`src/rtl/seq_divider_pkg.sv`:
```
// Shared definitions for the iterative divider: FSM encodings and counter sizing.
package seq_divider_pkg;

  typedef enum logic [1:0] {
    ST_IDLE = 2'd0,
    ST_CALC = 2'd1,
    ST_DONE = 2'd2
  } state_t;

  // Counter must hold the value WIDTH itself, hence w+1.
  function automatic int cnt_w(input int w);
    return $clog2(w + 1);
  endfunction

endpackage

```
`src/rtl/seq_divider_div_step.sv`:
```
// One restoring-division iteration: shift in the next dividend bit, subtract if it fits.
module div_step #(
  parameter int WIDTH = 4
) (
  input  logic [WIDTH:0]   rem,
  input  logic [WIDTH-1:0] quo,
  input  logic [WIDTH-1:0] b,
  output logic [WIDTH:0]   rem_next,
  output logic [WIDTH-1:0] quo_next
);

  logic [WIDTH:0] rem_shift;
  logic           fits;

  assign rem_shift = {rem[WIDTH-1:0], quo[WIDTH-1]};

  // Compare on the unshifted-out view too so a non-canonical rem can never wrap.
  always_comb begin
    fits     = ({rem, quo[WIDTH-1]} >= {2'b00, b});
    rem_next = fits ? (rem_shift - {1'b0, b}) : rem_shift;
    quo_next = {quo[WIDTH-2:0], fits};
  end

endmodule

```
`src/rtl/seq_divider.sv`:
```
// Unsigned restoring divider, one quotient bit per clock, valid/ready on both sides.
module seq_divider
  import seq_divider_pkg::*;
#(
  parameter int WIDTH = 4
) (
  input  logic             clk,
  input  logic             rst_n,
  input  logic             in_valid,
  output logic             in_ready,
  input  logic [WIDTH-1:0] a,
  input  logic [WIDTH-1:0] b,
  output logic             out_valid,
  input  logic             out_ready,
  output logic [WIDTH-1:0] q,
  output logic [WIDTH-1:0] r,
  output logic             div_by_zero
);

  localparam int CNT_W = cnt_w(WIDTH);

  state_t           state_reg, state_next;
  logic [WIDTH-1:0] quo_reg;
  logic [WIDTH:0]   rem_reg;
  logic [WIDTH-1:0] b_reg;
  logic [CNT_W-1:0] cnt_reg;
  logic [WIDTH-1:0] quo_next;
  logic [WIDTH:0]   rem_next;
  logic             last_step;

  div_step #(.WIDTH(WIDTH)) u_step (
    .rem      (rem_reg),
    .quo      (quo_reg),
    .b        (b_reg),
    .rem_next (rem_next),
    .quo_next (quo_next)
  );

  assign last_step = (cnt_reg == CNT_W'(1));

  always_ff @(posedge clk or negedge rst_n) begin
    if (!rst_n) state_reg <= ST_IDLE;
    else        state_reg <= state_next;
  end

  always_comb begin
    state_next = state_reg;
    case (state_reg)
      ST_IDLE: if (in_valid) state_next = (b == '0) ? ST_DONE : ST_CALC;
      ST_CALC: if (last_step) state_next = ST_DONE;
      ST_DONE: if (out_ready) state_next = ST_IDLE;
      default: state_next = ST_IDLE;
    endcase
  end

  always_comb begin
    in_ready  = (state_reg == ST_IDLE);
    out_valid = (state_reg == ST_DONE);
  end

  // Result registers are loaded only on entry to DONE, so they hold the last
  // result through IDLE and the next calculation.
  always_ff @(posedge clk or negedge rst_n) begin
    if (!rst_n) begin
      quo_reg     <= '0;
      rem_reg     <= '0;
      b_reg       <= '0;
      cnt_reg     <= '0;
      q           <= '0;
      r           <= '0;
      div_by_zero <= 1'b0;
    end else begin
      case (state_reg)
        ST_IDLE: begin
          if (in_valid) begin
            quo_reg <= a;
            rem_reg <= '0;
            b_reg   <= b;
            cnt_reg <= CNT_W'(WIDTH);
            if (b == '0) begin
              q           <= '1;
              r           <= a;
              div_by_zero <= 1'b1;
            end
          end
        end
        ST_CALC: begin
          quo_reg <= quo_next;
          rem_reg <= rem_next;
          cnt_reg <= cnt_reg - CNT_W'(1);
          if (last_step) begin
            q           <= quo_next;
            r           <= rem_next[WIDTH-1:0];
            div_by_zero <= 1'b0;
          end
        end
        default: ;
      endcase
    end
  end

endmodule
```
`config.mk`:
```
export PLATFORM = sky130hd
export DESIGN_NAME = seq_divider
export DESIGN_NICKNAME = d
export VERILOG_FILES = /design/src/rtl/seq_divider_pkg.sv /design/src/rtl/seq_divider_div_step.sv /design/src/rtl/seq_divider.sv
export SDC_FILE = /design/constraint.sdc
export NUM_CORES = 1
export LEC_CHECK = 0
export CAP_MARGIN = 30
export CORE_UTILIZATION = 30
export DETAILED_ROUTE_END_ITERATION = 8
export PLACE_DENSITY = 0.53
export SLEW_MARGIN = 0
export SYNTH_ARGS = -nofsm -noshare
export SYNTH_HDL_FRONTEND = slang
export SYNTH_SLANG_ARGS = --single-unit
```
`constraint.sdc`:
```
create_clock -name clk -period 6.73 [get_ports clk]
set_input_delay 1.0095 -clock clk [delete_from_list [all_inputs] [get_ports clk]]
set_output_delay 1.0095 -clock clk [all_outputs]
set_load 0.02 [all_outputs]
```
Word-level counts from Yosys, hierarchy flattened
Cells that the tools add are included.
- equality and inequality tests: 7
- reduce and logical (&&, ||, !) cells: 7
- add/subtract/negate cells: 2
- multiplexer cells: 24
- magnitude comparators: 1
- operators with widths (kind ; count):
    4-bit 2-to-1 mux ; 7
    4-bit one-hot mux with 2 select lines ; 3
    5-bit 2-to-1 mux ; 2
    5-bit one-hot mux with 2 select lines ; 1
    2-bit 2-to-1 mux ; 4
    6-bit by 4-bit greater-or-equal comparator with 1-bit output ; 1
    2-bit one-hot mux with 3 select lines ; 1
    3-bit one-hot mux with 2 select lines ; 1
    5-bit by 4-bit subtractor with 5-bit output ; 1
    4-bit logical NOT ; 1
    2-bit by 1-bit != test with 1-bit output, second input constant ; 2
    2-bit != test, second input constant ; 2
    2-bit AND reduction ; 2
    4-bit AND reduction ; 1
    3-bit by 1-bit == test with 1-bit output, second input constant ; 1
    1-bit 2-to-1 mux ; 3
    3-bit 2-to-1 mux ; 1
    3-bit AND reduction ; 1
    3-bit by 1-bit subtractor with 3-bit output, second input constant ; 1
    2-bit by 1-bit == test with 1-bit output, second input constant ; 1
    2-bit == test, second input constant ; 1
    2-bit logical NOT ; 1
    1-bit one-hot mux with 2 select lines ; 1
    2-bit nonzero test ; 1
- input port bits: 12
- bits in registers: 27
- word-level logic and storage cells: 49
- output and inout port bits: 11

Longest topological paths before layout
Gate-level depths: netlist of the first run.
- depth in word-level cells: 4
- mapped depth: 10
- depth with buffers taken out: 9

Hierarchy
From an unflattened synthesis of the first run, not the netlist that was laid out.
- cell total of the unflattened synthesis: 143
- area, all modules: 1535.2 um^2
- modules (own cells, without submodules) (module ; instances ; seq. area each (um^2) ; area an instance (um^2) ; cells an instance):
    seq_divider ; 1 ; 675.6 ; 1271.2 ; 110
    div_step ; 1 ; 0.0 ; 264.0 ; 33

Worst setup path after synthesis of the first run
No wires, ideal clock.
- path type: reg2reg
- start point: reg quo_reg[3]
- end point: reg r[2]
- arrival: 2023 ps
- required time: 6610 ps
- clock period less this slack: 2143 ps
- path slack: 4587 ps
- stages on the path, launching flop included: 11
- buffers on the path: 1
- library setup time: 120 ps
- path through: dfrtp_1 inv_1 ha_1 inv_1 fa_1 a21o_2 a211o_1 buf_6 nor2_1 a211oi_2 o22a_2
- cells in the longest elaborated chain, start to end: 4
- elaborated cells between the ends (all ways): 5
- those cells by class: add/sub: 1; order compare: 1; mux: 3
- RTL lines (what ; line ; source):
    start: declaration ; seq_divider.sv:23 ; logic [WIDTH-1:0] quo_reg;
    start signal: assignment ; seq_divider.sv:88 ; quo_reg <= quo_next;
    5-bit by 4-bit subtractor with 5-bit output / 6-bit by 4-bit greater-or-equal comparator with 1-bit output (equally long branches) ; seq_divider_div_step.sv:20, seq_divider_div_step.sv:19 ;
    5-bit 2-to-1 mux * ; seq_divider_div_step.sv:20 ; rem_next = fits ? (rem_shift - {1'b0, b}) : rem_shift;
    4-bit 2-to-1 mux * ; seq_divider.sv:91 ; if (last_step) begin
    4-bit one-hot mux with 2 select lines * ; seq_divider.sv:73 ; case (state_reg)
    end signal: assignment ; seq_divider.sv:93 ; r <= rem_next[WIDTH-1:0];
    end: declaration ; seq_divider.sv:16 ; output logic [WIDTH-1:0] r,
Every way passes the cells marked *; elsewhere a longest branch is shown, timed or not. The select of a mux whose other input is x is not followed.
A chain may end at the register's enable or synchronous reset.

Worst setup path in the final report of the first run
- start point: in b[2]
- end point: reg r[2]
- cells in the longest elaborated chain, start to end: 3
- RTL lines (what ; line ; source):
    start: declaration ; seq_divider.sv:12 ; input logic [WIDTH-1:0] b,
    4-bit logical NOT ; seq_divider.sv:80 ; if (b == '0) begin
    2-bit by 1-bit != test with 1-bit output (no source line) ; n/a ;
    4-bit AND reduction (no source line) ; n/a ;
No other way between the ends.

==> metrics.txt, run 1 <==
# TYPE chip_impl_metric gauge
chip_impl_metric{name="hold_buffers",unit=""} 0
chip_impl_metric{name="finalSetupViolations",unit=""} 0
chip_impl_metric{name="r2r_cells",unit=""} 9
chip_impl_metric{name="cts.sinks",unit=""} 27
chip_impl_metric{name="dieWidth",unit="um"} 69.5
chip_impl_metric{name="ctsResizeCount",unit=""} 0
chip_impl_info{name="endpoint_kind_of_the_worst_setup_timing_path",value="flip-flop"} 1
chip_impl_info{name="clock_tree_from_tritoncts",value="done"} 1
chip_impl_metric{name="max_slew_margin_vs_limit",unit=""} 0.437
chip_impl_metric{name="cp_max_fo",unit=""} 14
chip_impl_metric{name="synth_cells",unit=""} 139
chip_impl_metric{name="drt_first_iter_violations",unit=""} 31
chip_impl_metric{name="max-vdd-ir-drop",unit="mV"} 0.199
chip_impl_info{name="reg2reg_to",value="r[1]"} 1
chip_impl_metric{name="dpl-instance-area",unit="um2"} 1630
chip_impl_info{name="hold_startpoint",value="div_by_zero"} 1
chip_impl_metric{name="number_of_enable_type_register_cells_in_the_synthesized_netlist",unit=""} 0
chip_impl_metric{name="viasPerCell",unit=""} 5.00
chip_impl_metric{name="drc",unit=""} 0
chip_impl_metric{name="layout_setup_ws",unit="ps"} 3890
chip_impl_info{name="synth-main-ff-cell",value="dfrtp_1"} 1
chip_impl_metric{name="final.setup.tns",unit="ps"} 0
chip_impl_metric{name="wire_length_of_the_first_global_routing_pass",unit="um"} 5060
chip_impl_info{name="worstHoldEndpoint",value="div_by_zero"} 1
chip_impl_metric{name="worst-r2r-setup-slack",unit="ps"} 4280
chip_impl_info{name="hold_class",value="flip-flop to flip-flop"} 1
chip_impl_metric{name="start_util",unit=""} 0.312
chip_impl_metric{name="synthDominantCellAreaShare",unit=""} 0.494
chip_impl_metric{name="fraction_of_final_layout_cells_with_drive_strength_greater_than_1",unit=""} 0.0688
chip_impl_metric{name="maxCapViolations",unit=""} 0
chip_impl_metric{name="first_pass_iters",unit=""} 4
chip_impl_metric{name="io_pins",unit=""} 23
chip_impl_metric{name="route.layer.met1.wl",unit="um"} 1450
chip_impl_metric{name="clockBufferDepth",unit=""} 2
chip_impl_metric{name="yosysUniqueCellTypes",unit=""} 35
chip_impl_metric{name="final_min_period_over_clock_period",unit=""} 0.423
chip_impl_metric{name="placeableCoreArea",unit="um2"} 4380
chip_impl_metric{name="met2_wirelength",unit="um"} 1440
chip_impl_metric{name="numPortBuffers",unit=""} 22
chip_impl_metric{name="synth.yosys.warnings",unit=""} 0
chip_impl_metric{name="via_count",unit=""} 1061
chip_impl_metric{name="worstPathRequired",unit="ps"} 6910
chip_impl_metric{name="hold_violations",unit=""} 0
chip_impl_metric{name="total_met3_wirelength_after_detailed_routing",unit="um"} 108
chip_impl_info{name="synth_top_area_cell",value="dfrtp_1"} 1
chip_impl_info{name="outcome",value="finished clean"} 1
chip_impl_metric{name="h_tree_levels",unit=""} 1
chip_impl_info{name="setup.worst_path.class",value="primary input to flip-flop"} 1
chip_impl_metric{name="max_slew.worst_pin.slew",unit="ps"} 843
chip_impl_metric{name="fin_worst_skew",unit="ps"} 7.99
chip_impl_metric{name="average_cell_area_after_synthesis",unit="um2"} 9.85
chip_impl_metric{name="cts_made_buffers",unit=""} 3
chip_impl_metric{name="routabilityCongestion",unit=""} 0.818
chip_impl_info{name="rsz_0062_raised_after_global_routing",value="no"} 1
chip_impl_metric{name="grt_pass1_vias",unit=""} 1060
chip_impl_metric{name="global_route.usage.total",unit=""} 0.133
chip_impl_metric{name="placement.setup.worst_slack",unit="ps"} 3510
chip_impl_metric{name="worstSkewPairLatency",unit="ps"} 280
chip_impl_info{name="critical_path.startpoint",value="b[2]"} 1
chip_impl_metric{name="design.die.area",unit="um2"} 4840
chip_impl_metric{name="num-nets-final",unit=""} 180
chip_impl_metric{name="hold_depth",unit=""} 1
chip_impl_metric{name="asyncSetResetFlopFracSynth",unit=""} 1.00
chip_impl_metric{name="synth-seq-area-share",unit=""} 0.494
chip_impl_metric{name="vertical_die_dimension",unit="um"} 69.5
chip_impl_info{name="most_common_cell_after_layout_fill_and_taps_aside",value="dfrtp_1"} 1
chip_impl_info{name="synth.area.top_cells",value="dfrtp_1 49%, ha_1 5.5%, nand2_1 5.2%"} 1
chip_impl_metric{name="largest_register_ffs",unit=""} 5
chip_impl_metric{name="synth_seq_cells",unit=""} 27
chip_impl_metric{name="initial_antenna_violation_count",unit=""} 0
chip_impl_metric{name="synth.cell_area",unit="um2"} 1370
chip_impl_metric{name="grt_start_max_net_pins",unit=""} 28
chip_impl_metric{name="dpl_hpwl",unit="um"} 2260
chip_impl_metric{name="critical_path_data_arrival_time",unit="ps"} 3020
chip_impl_metric{name="final_number_of_max_transition_violations",unit=""} 0
chip_impl_metric{name="post-route-min-period",unit="ps"} 2840
chip_impl_metric{name="syn_to_final_growth",unit="%"} 22.3
chip_impl_metric{name="final_area",unit="um2"} 1670
chip_impl_metric{name="grt-ovfl-total",unit=""} 0
chip_impl_metric{name="antenna-diode-count",unit=""} 0
chip_impl_metric{name="wl_per_cell",unit="um"} 14.5
chip_impl_metric{name="postRouteAntennaNets",unit=""} 0
chip_impl_info{name="r2r_start",value="quo_reg[3]"} 1
chip_impl_metric{name="finalWirelength",unit="um"} 3080
chip_impl_metric{name="synth.net_count",unit=""} 158
chip_impl_metric{name="post_cts_setup_buffers",unit=""} 0
chip_impl_info{name="routed.top_layer",value="met4"} 1
chip_impl_info{name="highest_count_cells_in_the_layout_ignoring_fill_and_taps",value="27 x dfrtp_1, 22 x clkdlybuf4s50_1, 19 x nand2_1"} 1
chip_impl_info{name="critical_path.startpoint_type",value="primary input"} 1
chip_impl_metric{name="cellPowerDensity",unit="nW/um2"} 557
chip_impl_metric{name="clkTransAtPathRegs",unit="ps"} 100
chip_impl_metric{name="row_count",unit=""} 24
chip_impl_metric{name="fmaxAchievable",unit="MHz"} 352
chip_impl_metric{name="p_leak",unit="uW"} 0.000752
chip_impl_info{name="clock_root_buffer",value="clkbuf_8"} 1
synthesized netlist by cell type, types with 2 or more instances:
cell type	number
nand2_1	19
o21a_1	2
a21oi_1	6
clkbuf_1	2
nor2_1	9
inv_1	12
nor2b_1	4
dfrtp_1	27
o21ai_0	11
buf_2	2
o22a_1	3
o22ai_1	3
xnor2_1	2
nand2b_1	3
mux2i_1	3
a21o_2	2
o22a_2	2
a21o_1	2
ha_1	6
a22oi_1	3
a31oi_1	2
layout make-up:
class | count | area [um2]
Fill cell | 446 | 2710
Sequential cell | 27 | 676
Tap cell | 52 | 65.1
Clock buffer | 3 | 41.3
Multi-Input combinational cell | 94 | 614
Timing Repair Buffer | 23 | 228
Clock inverter | 1 | 5.00
Inverter | 12 | 45.0
logic make-up (layout without fill, tap and decap cells):
kind of cell	count (synthesis)	in the layout	synth area share
AOI/OAI and AO/OA	41	41	0.203
DFF	27	27	0.494
adders and majority gates	7	7	0.0695
and+or+nand+nor	40	40	0.133
xor gates and xnor gates	2	2	0.0128
buffers and inverters	18	39	0.0576
muxes	4	4	0.0302
through the flow:
| step | hold slack, ps | util | total power (uW) | instances |
|---|---|---|---|---|
| 4_1_cts | 518 | 0.382 | 940 | 212 |
| 2_1_floorplan | 466 | - | 690 | 139 |
| 6_report | 508 | 0.382 | 933 | 212 |
| 3_5_place_dp | 483 | 0.371 | 842 | 208 |
| 3_3_place_gp | 488 | 0.371 | 822 | 208 |
| 5_1_grt | 532 | 0.382 | 1010 | 212 |
layer usage:
| metal | vias to the layer above | GRT usage |
|---|---|---|
| met1 | 510 | 0.172 |
| li1 | 517 | - |
| met3 | 8 | 0.0203 |
| met2 | 26 | 0.221 |
| met4 | 0 | 0.0567 |
| met5 | - | 0 |
worst max path at each step:
stage	endpoint	slack, ps	cells past startpoint
4_1_cts	r[2]	3810	6
3_5_place_dp	r[2]	3510	6
2_1_floorplan	r[2]	4590	10
3_3_place_gp	r[2]	3630	6
5_1_grt	r[1]	3700	6
6_report	r[2]	3890	6
power by group:
group | switching, uW | internal (uW) | total, uW
sequential | 57.5 | 244 | 302
combinational | 296 | 241 | 537
clock | 52.2 | 41.5 | 93.7
worst max-delay path: stages:
cell and delay [ps]:
clkdlybuf4s50_1 420, nor4_1 390, a22oi_1 130, nor2_1 640, o21ai_0 210, o22a_2 220
No activity file was read; power rests on OpenSTA's default activity.
==> run 2, diff against run 1 <==
--- a/config.mk
+++ b/config.mk
@@ -8,7 +8,7 @@
 export CAP_MARGIN = 30
 export CORE_UTILIZATION = 30
 export DETAILED_ROUTE_END_ITERATION = 8
-export PLACE_DENSITY = 0.53
+export PLACE_DENSITY = 0.55
 export SLEW_MARGIN = 0
 export SYNTH_ARGS = -nofsm -noshare
 export SYNTH_HDL_FRONTEND = slang
==> constraint.sdc (replaced) <==
create_clock -name clk -period 2.5 [get_ports clk]
set_input_delay 0.375 -clock clk [delete_from_list [all_inputs] [get_ports clk]]
set_output_delay 0.375 -clock clk [all_outputs]
set_load 0.02 [all_outputs]
==> run 2 against run 1 <==
  * Clock power grew to 2.6 times the previous value
  * Hold slack lost 35 ps
  * Via count grew 1.6%
  * Clock-buffer cell count is the same
  * Sequential share of layout area shrank 0.54 points
  * Cell count grew 1.4%
  * Power grew to 2.7 times the previous value
  * First-iteration DRC count shrank 32%
  * Largest power group unchanged
  * Highest routed layer unchanged
==> metrics.txt, run 2 (synthesis gave the netlist of run 1 again) <==
# TYPE chip_impl_metric gauge
chip_impl_info{name="critical-path-top-delay-family",value="compound AO/OA/AOI/OAI gates"} 1
chip_impl_metric{name="via_count",unit=""} 1078
chip_impl_metric{name="dpl_hpwl",unit="um"} 2240
chip_impl_metric{name="routabilityCongestion",unit=""} 0.776
chip_impl_metric{name="final_number_of_max_transition_violations",unit=""} 0
chip_impl_metric{name="row_count",unit=""} 24
chip_impl_metric{name="max_slew.worst_pin.slew",unit="ps"} 575
chip_impl_metric{name="grt_pass1_vias",unit=""} 1188
chip_impl_info{name="outcome",value="finished clean"} 1
chip_impl_info{name="path_common_cell",value="inv_1"} 1
chip_impl_info{name="rsz_0062_raised_after_global_routing",value="no"} 1
chip_impl_metric{name="drc",unit=""} 0
chip_impl_metric{name="post-route-min-period",unit="ps"} 2350
chip_impl_metric{name="p_leak",unit="uW"} 0.000768
chip_impl_metric{name="worstPathRequired",unit="ps"} 2660
chip_impl_metric{name="clkTransAtPathRegs",unit="ps"} 90
chip_impl_metric{name="design.die.area",unit="um2"} 4840
chip_impl_metric{name="grt-ovfl-total",unit=""} 0
chip_impl_metric{name="cts.sinks",unit=""} 27
chip_impl_info{name="critical_path.startpoint_type",value="flip-flop"} 1
chip_impl_metric{name="final.setup.tns",unit="ps"} 0
chip_impl_metric{name="worstSkewPairLatency",unit="ps"} 270
chip_impl_metric{name="fmaxAchievable",unit="MHz"} 426
chip_impl_info{name="highest_count_cells_in_the_layout_ignoring_fill_and_taps",value="27 x dfrtp_1, 22 x clkdlybuf4s50_1, 19 x nand2_1"} 1
chip_impl_metric{name="hold_buffers",unit=""} 0
chip_impl_info{name="most_common_cell_after_layout_fill_and_taps_aside",value="dfrtp_1"} 1
chip_impl_metric{name="final_min_period_over_clock_period",unit=""} 0.939
chip_impl_info{name="clock_tree_from_tritoncts",value="done"} 1
chip_impl_metric{name="layout.cells.non_filler",unit=""} 215
chip_impl_metric{name="cts_made_buffers",unit=""} 3
chip_impl_metric{name="grt_start_max_net_pins",unit=""} 28
chip_impl_metric{name="viasPerCell",unit=""} 5.01
chip_impl_info{name="clock_root_buffer",value="clkbuf_8"} 1
chip_impl_metric{name="maxCapViolations",unit=""} 0
chip_impl_info{name="setup.worst_path.class",value="flip-flop to flip-flop"} 1
chip_impl_metric{name="drt_first_iter_violations",unit=""} 21
chip_impl_metric{name="max_slew_margin_vs_limit",unit=""} 0.615
chip_impl_metric{name="postRouteAntennaNets",unit=""} 0
chip_impl_metric{name="dieWidth",unit="um"} 69.5
chip_impl_metric{name="place.detailed.instances",unit=""} 211
chip_impl_info{name="cpMaxStageDelayCell",value="a211o_1"} 1
chip_impl_metric{name="totalPowerFinal",unit="uW"} 2490
chip_impl_metric{name="syn_to_final_growth",unit="%"} 23.9
chip_impl_metric{name="finalWirelength",unit="um"} 2930
chip_impl_metric{name="critical-path-max-stage-delay",unit="ps"} 430
chip_impl_metric{name="cp.buffers_inverters",unit=""} 2
chip_impl_metric{name="io_pins",unit=""} 23
chip_impl_metric{name="vertical_die_dimension",unit="um"} 69.5
chip_impl_metric{name="placement.setup.worst_slack",unit="ps"} 162
chip_impl_metric{name="fraction_of_final_layout_cells_with_drive_strength_greater_than_1",unit=""} 0.0859
chip_impl_metric{name="finalSetupViolations",unit=""} 0
chip_impl_metric{name="layout_setup_ws",unit="ps"} 153
chip_impl_metric{name="final_area",unit="um2"} 1700
chip_impl_metric{name="fillCellCount",unit=""} 438
chip_impl_metric{name="wl_per_cell",unit="um"} 13.6
chip_impl_metric{name="dpl-instance-area",unit="um2"} 1650
chip_impl_metric{name="largest_register_ffs",unit=""} 5
chip_impl_metric{name="start_util",unit=""} 0.312
chip_impl_metric{name="hold_violations",unit=""} 0
chip_impl_metric{name="h_tree_levels",unit=""} 1
chip_impl_metric{name="num-nets-final",unit=""} 183
chip_impl_metric{name="antenna-diode-count",unit=""} 0
chip_impl_metric{name="initial_antenna_violation_count",unit=""} 0
chip_impl_info{name="hold_class",value="primary input to asynchronous set/reset pin"} 1
chip_impl_metric{name="critical_path_data_arrival_time",unit="ps"} 2510
chip_impl_metric{name="fin_worst_skew",unit="ps"} 2.75
chip_impl_metric{name="global_route.usage.total",unit=""} 0.132
chip_impl_metric{name="placeableCoreArea",unit="um2"} 4380
chip_impl_metric{name="wire_length_of_the_first_global_routing_pass",unit="um"} 5150
chip_impl_metric{name="cellPowerDensity",unit="nW/um2"} 1470
chip_impl_metric{name="post_cts_setup_buffers",unit=""} 0
chip_impl_metric{name="numPortBuffers",unit=""} 22
chip_impl_metric{name="max-vdd-ir-drop",unit="mV"} 0.628
chip_impl_metric{name="clockBufferDepth",unit=""} 2
chip_impl_metric{name="first_pass_iters",unit=""} 4
chip_impl_info{name="worstPathCellList",value="inv_1, ha_1, inv_1, fa_1, a21o_2, a211o_1, mux2i_1, o221ai_1, o21a_1"} 1
chip_impl_metric{name="cp_max_fo",unit=""} 11
chip_impl_info{name="endpoint_kind_of_the_worst_setup_timing_path",value="flip-flop"} 1
chip_impl_metric{name="ctsResizeCount",unit=""} 0
run 2: worst paths after layout:
kind,startpoint,endpoint,slack (ps),cells past startpoint
setup / recovery,quo_reg[3],r[1],150,9
hold / removal,rst_n,div_by_zero,470,2
setup reg to reg,quo_reg[3],r[1],150,9
hold reg to reg,div_by_zero,div_by_zero,500,1
max in group asynchronous,rst_n,b_reg[1],1760,2
min in group clk,div_by_zero,div_by_zero,500,1
run 2: power breakdown:
part,total (uW),switching (uW),internal [uW]
combinational,1440,772,670
clock,241,129,111
sequential,812,154,658
total,2490,1060,1440
run 2: final cells by class:
type	count	area, um2	share of cell area
repair buffers	26	250	0.147
flip-flops and latches	27	676	0.398
clock buffers	3	41.3	0.0243
inverters	12	45.0	0.0265
multi-input cells	94	614	0.362
clock inverters	1	5.00	0.00295
well taps	52	65.1	0.0383
run 2: layer usage:
layer	routed length (um)	vias to the layer above	track usage
li1	-	526	-
met1	1290	520	0.148
met2	1480	25	0.245
met3	108	7	0.0218
met4	52	0	0.0567
met5	0	-	0
run 2: worst reg2reg max path: stages, from the launching register on:
cell and delay [ps]:
dfrtp_1 380, inv_1 90, ha_1 140, inv_1 60, fa_1 400, a21o_2 230
a211o_1 430, mux2i_1 250, o221ai_1 130, o21a_1 130
run 2: stage by stage:
step / utilization / hold WS (ps)
6_report: 0.387 / 473
5_1_grt: 0.387 / 494
4_1_cts: 0.387 / 475
3_5_place_dp: 0.376 / 483
3_3_place_gp: 0.376 / 480
2_1_floorplan: - / 79.4
==> run 3, diff against run 2 <==
--- a/config.mk
+++ b/config.mk
@@ -5,10 +5,13 @@
 export SDC_FILE = /design/constraint.sdc
 export NUM_CORES = 1
 export LEC_CHECK = 0
+export ABC_CLOCK_PERIOD_IN_PS = 2500
 export CAP_MARGIN = 30
 export CORE_UTILIZATION = 30
 export DETAILED_ROUTE_END_ITERATION = 8
+export HOLD_SLACK_MARGIN = 0.15
 export PLACE_DENSITY = 0.55
+export RECOVER_POWER = 50
 export SLEW_MARGIN = 0
 export SYNTH_ARGS = -nofsm -noshare
 export SYNTH_HDL_FRONTEND = slang
==> run 3 against run 2 <==
  * Maximum frequency is essentially flat
  * Critical endpoint unchanged
  * Non-clock buffer count is the same
  * Clock power is essentially flat
  * Clock-buffer cell count unchanged
  * Via count up 0.28%
  * First-iteration DRC count grew 29%
  * Sequential power about the same
  * Critical path depth did not move
  * Largest cell class unchanged
  * Wire length grew 0.14%
  * Sequential share of layout area grew 0.088 points
  * Combinational power about the same
  * Utilization is 0.086 points lower
==> metrics.txt, run 3 (synthesis gave the netlist of run 1 again) <==
# TYPE chip_impl_metric gauge
chip_impl_metric{name="design.die.area",unit="um2"} 4840
chip_impl_metric{name="maxCapViolations",unit=""} 0
chip_impl_metric{name="routabilityCongestion",unit=""} 0.776
chip_impl_info{name="r2r_start",value="quo_reg[3]"} 1
chip_impl_metric{name="cellPowerDensity",unit="nW/um2"} 1470
chip_impl_metric{name="row_count",unit=""} 24
chip_impl_metric{name="placeableCoreArea",unit="um2"} 4380
chip_impl_metric{name="final_area",unit="um2"} 1690
chip_impl_metric{name="post_cts_setup_buffers",unit=""} 0
chip_impl_metric{name="final_min_period_over_clock_period",unit=""} 0.939
chip_impl_info{name="clock_tree_from_tritoncts",value="done"} 1
chip_impl_info{name="most_common_cell_after_layout_fill_and_taps_aside",value="dfrtp_1"} 1
chip_impl_metric{name="max_slew.worst_pin.slew",unit="ps"} 1490
chip_impl_metric{name="fmaxAchievable",unit="MHz"} 426
chip_impl_metric{name="fin_worst_skew",unit="ps"} 1.04
chip_impl_info{name="endpoint_kind_of_the_worst_setup_timing_path",value="flip-flop"} 1
chip_impl_info{name="outcome",value="finished clean"} 1
chip_impl_metric{name="viasPerCell",unit=""} 5.03
chip_impl_metric{name="grt-ovfl-total",unit=""} 0
chip_impl_metric{name="final_number_of_max_transition_violations",unit=""} 0
chip_impl_metric{name="finalWirelength",unit="um"} 2940
chip_impl_info{name="hold_class",value="flip-flop to flip-flop"} 1
chip_impl_metric{name="numPortBuffers",unit=""} 22
chip_impl_metric{name="dpl_hpwl",unit="um"} 2240
chip_impl_metric{name="largest_register_ffs",unit=""} 5
chip_impl_metric{name="wl_per_cell",unit="um"} 13.7
chip_impl_metric{name="ctsResizeCount",unit=""} 0
chip_impl_metric{name="final.setup.tns",unit="ps"} 0
chip_impl_metric{name="p_leak",unit="uW"} 0.000764
chip_impl_info{name="critical_path.startpoint_type",value="flip-flop"} 1
chip_impl_metric{name="drc",unit=""} 0
chip_impl_info{name="highest_count_cells_in_the_layout_ignoring_fill_and_taps",value="27 x dfrtp_1, 20 x clkdlybuf4s50_1, 19 x nand2_1"} 1
chip_impl_metric{name="post-route-min-period",unit="ps"} 2350
chip_impl_metric{name="start_util",unit=""} 0.312
chip_impl_metric{name="h_tree_levels",unit=""} 1
chip_impl_metric{name="drt_first_iter_violations",unit=""} 27
chip_impl_metric{name="hold_violations",unit=""} 0
chip_impl_info{name="clock_root_buffer",value="clkbuf_8"} 1
chip_impl_metric{name="worstPathRequired",unit="ps"} 2660
chip_impl_metric{name="wire_length_of_the_first_global_routing_pass",unit="um"} 5150
chip_impl_metric{name="hold_slack",unit="ps"} 502
chip_impl_metric{name="num-nets-final",unit=""} 183
chip_impl_metric{name="cts.sinks",unit=""} 27
chip_impl_info{name="hold_startpoint",value="div_by_zero"} 1
chip_impl_metric{name="initial_antenna_violation_count",unit=""} 0
chip_impl_metric{name="worstSkewPairLatency",unit="ps"} 260
chip_impl_info{name="setup.worst_path.class",value="flip-flop to flip-flop"} 1
chip_impl_metric{name="syn_to_final_growth",unit="%"} 23.7
chip_impl_metric{name="via_count",unit=""} 1081
chip_impl_metric{name="finalSetupViolations",unit=""} 0
chip_impl_metric{name="critical_path_data_arrival_time",unit="ps"} 2510
chip_impl_metric{name="max-vdd-ir-drop",unit="mV"} 0.628
chip_impl_metric{name="io_pins",unit=""} 23
chip_impl_metric{name="fraction_of_final_layout_cells_with_drive_strength_greater_than_1",unit=""} 0.0798
chip_impl_metric{name="grt_start_max_net_pins",unit=""} 28
chip_impl_metric{name="antenna-diode-count",unit=""} 0
chip_impl_info{name="rsz_0062_raised_after_global_routing",value="no"} 1
chip_impl_metric{name="postRouteAntennaNets",unit=""} 0
chip_impl_metric{name="first_pass_iters",unit=""} 4
chip_impl_metric{name="global_route.usage.total",unit=""} 0.132
chip_impl_metric{name="max_slew_margin_vs_limit",unit=""} 0.00485
chip_impl_metric{name="vertical_die_dimension",unit="um"} 69.5
chip_impl_metric{name="hold_buffers",unit=""} 0
chip_impl_metric{name="cts_made_buffers",unit=""} 3
chip_impl_metric{name="dieWidth",unit="um"} 69.5
chip_impl_metric{name="fillCellCount",unit=""} 437
chip_impl_metric{name="dpl-instance-area",unit="um2"} 1650
chip_impl_info{name="critical_path.startpoint",value="quo_reg[3]"} 1
chip_impl_metric{name="grt_pass1_vias",unit=""} 1188
chip_impl_metric{name="clockBufferDepth",unit=""} 2
chip_impl_metric{name="cp_max_fo",unit=""} 11
chip_impl_metric{name="clkTransAtPathRegs",unit="ps"} 90
==> run 3: layout make-up <==
cell class | count | area (um2) | area share
Timing Repair Buffer | 26 | 246 | 0.146
Multi-Input combinational cell | 94 | 614 | 0.363
Clock inverter | 1 | 5.00 | 0.00296
Clock buffer | 3 | 41.3 | 0.0244
Tap cell | 52 | 65.1 | 0.0384
Inverter | 12 | 45.0 | 0.0266
Sequential cell | 27 | 676 | 0.399
==> run 3: worst max-delay path, stage by stage (launching register included) <==
cell      delay (ps)
dfrtp_1          380
inv_1             90
ha_1             140
inv_1             60
fa_1             400
a21o_2           230
a211o_1          430
mux2i_1          250
o221ai_1         130
o21a_1           130
==> run 3: worst paths after layout <==
kind	slack [ps]	endpoint	depth (start not counted)
min reg2reg	500	div_by_zero	1
min	500	div_by_zero	1
max in group asynchronous	650	b_reg[1]	2
min in group asynchronous	990	quo_reg[1]	2
max reg2reg	150	r[1]	9
max	150	r[1]	9
==> run 3: power by group <==
| part | internal (uW) | switching (uW) | leakage, uW |
|---|---|---|---|
| logic | 668 | 774 | 0.000419 |
| clock network | 111 | 128 | 0.0000255 |
| registers | 658 | 155 | 0.000320 |
==> run 3: layer usage <==
layer  part of all wire  track usage  up-vias
met5                  0            0        -
met4              0.018       0.0567        0
met3              0.035       0.0218        7
met2               0.51        0.245       25
met1               0.44        0.148      522
li1                   -            -      527
==> run 3: stage by stage <==
stage,power [uW],util,worst slack (ps),instances
6_report,2490,0.386,153,215
4_1_cts,2540,0.387,146,215
3_3_place_gp,2240,0.376,241,211
2_1_floorplan,1860,-,357,139
3_5_place_dp,2280,0.376,162,211
5_1_grt,2750,0.386,23.5,215
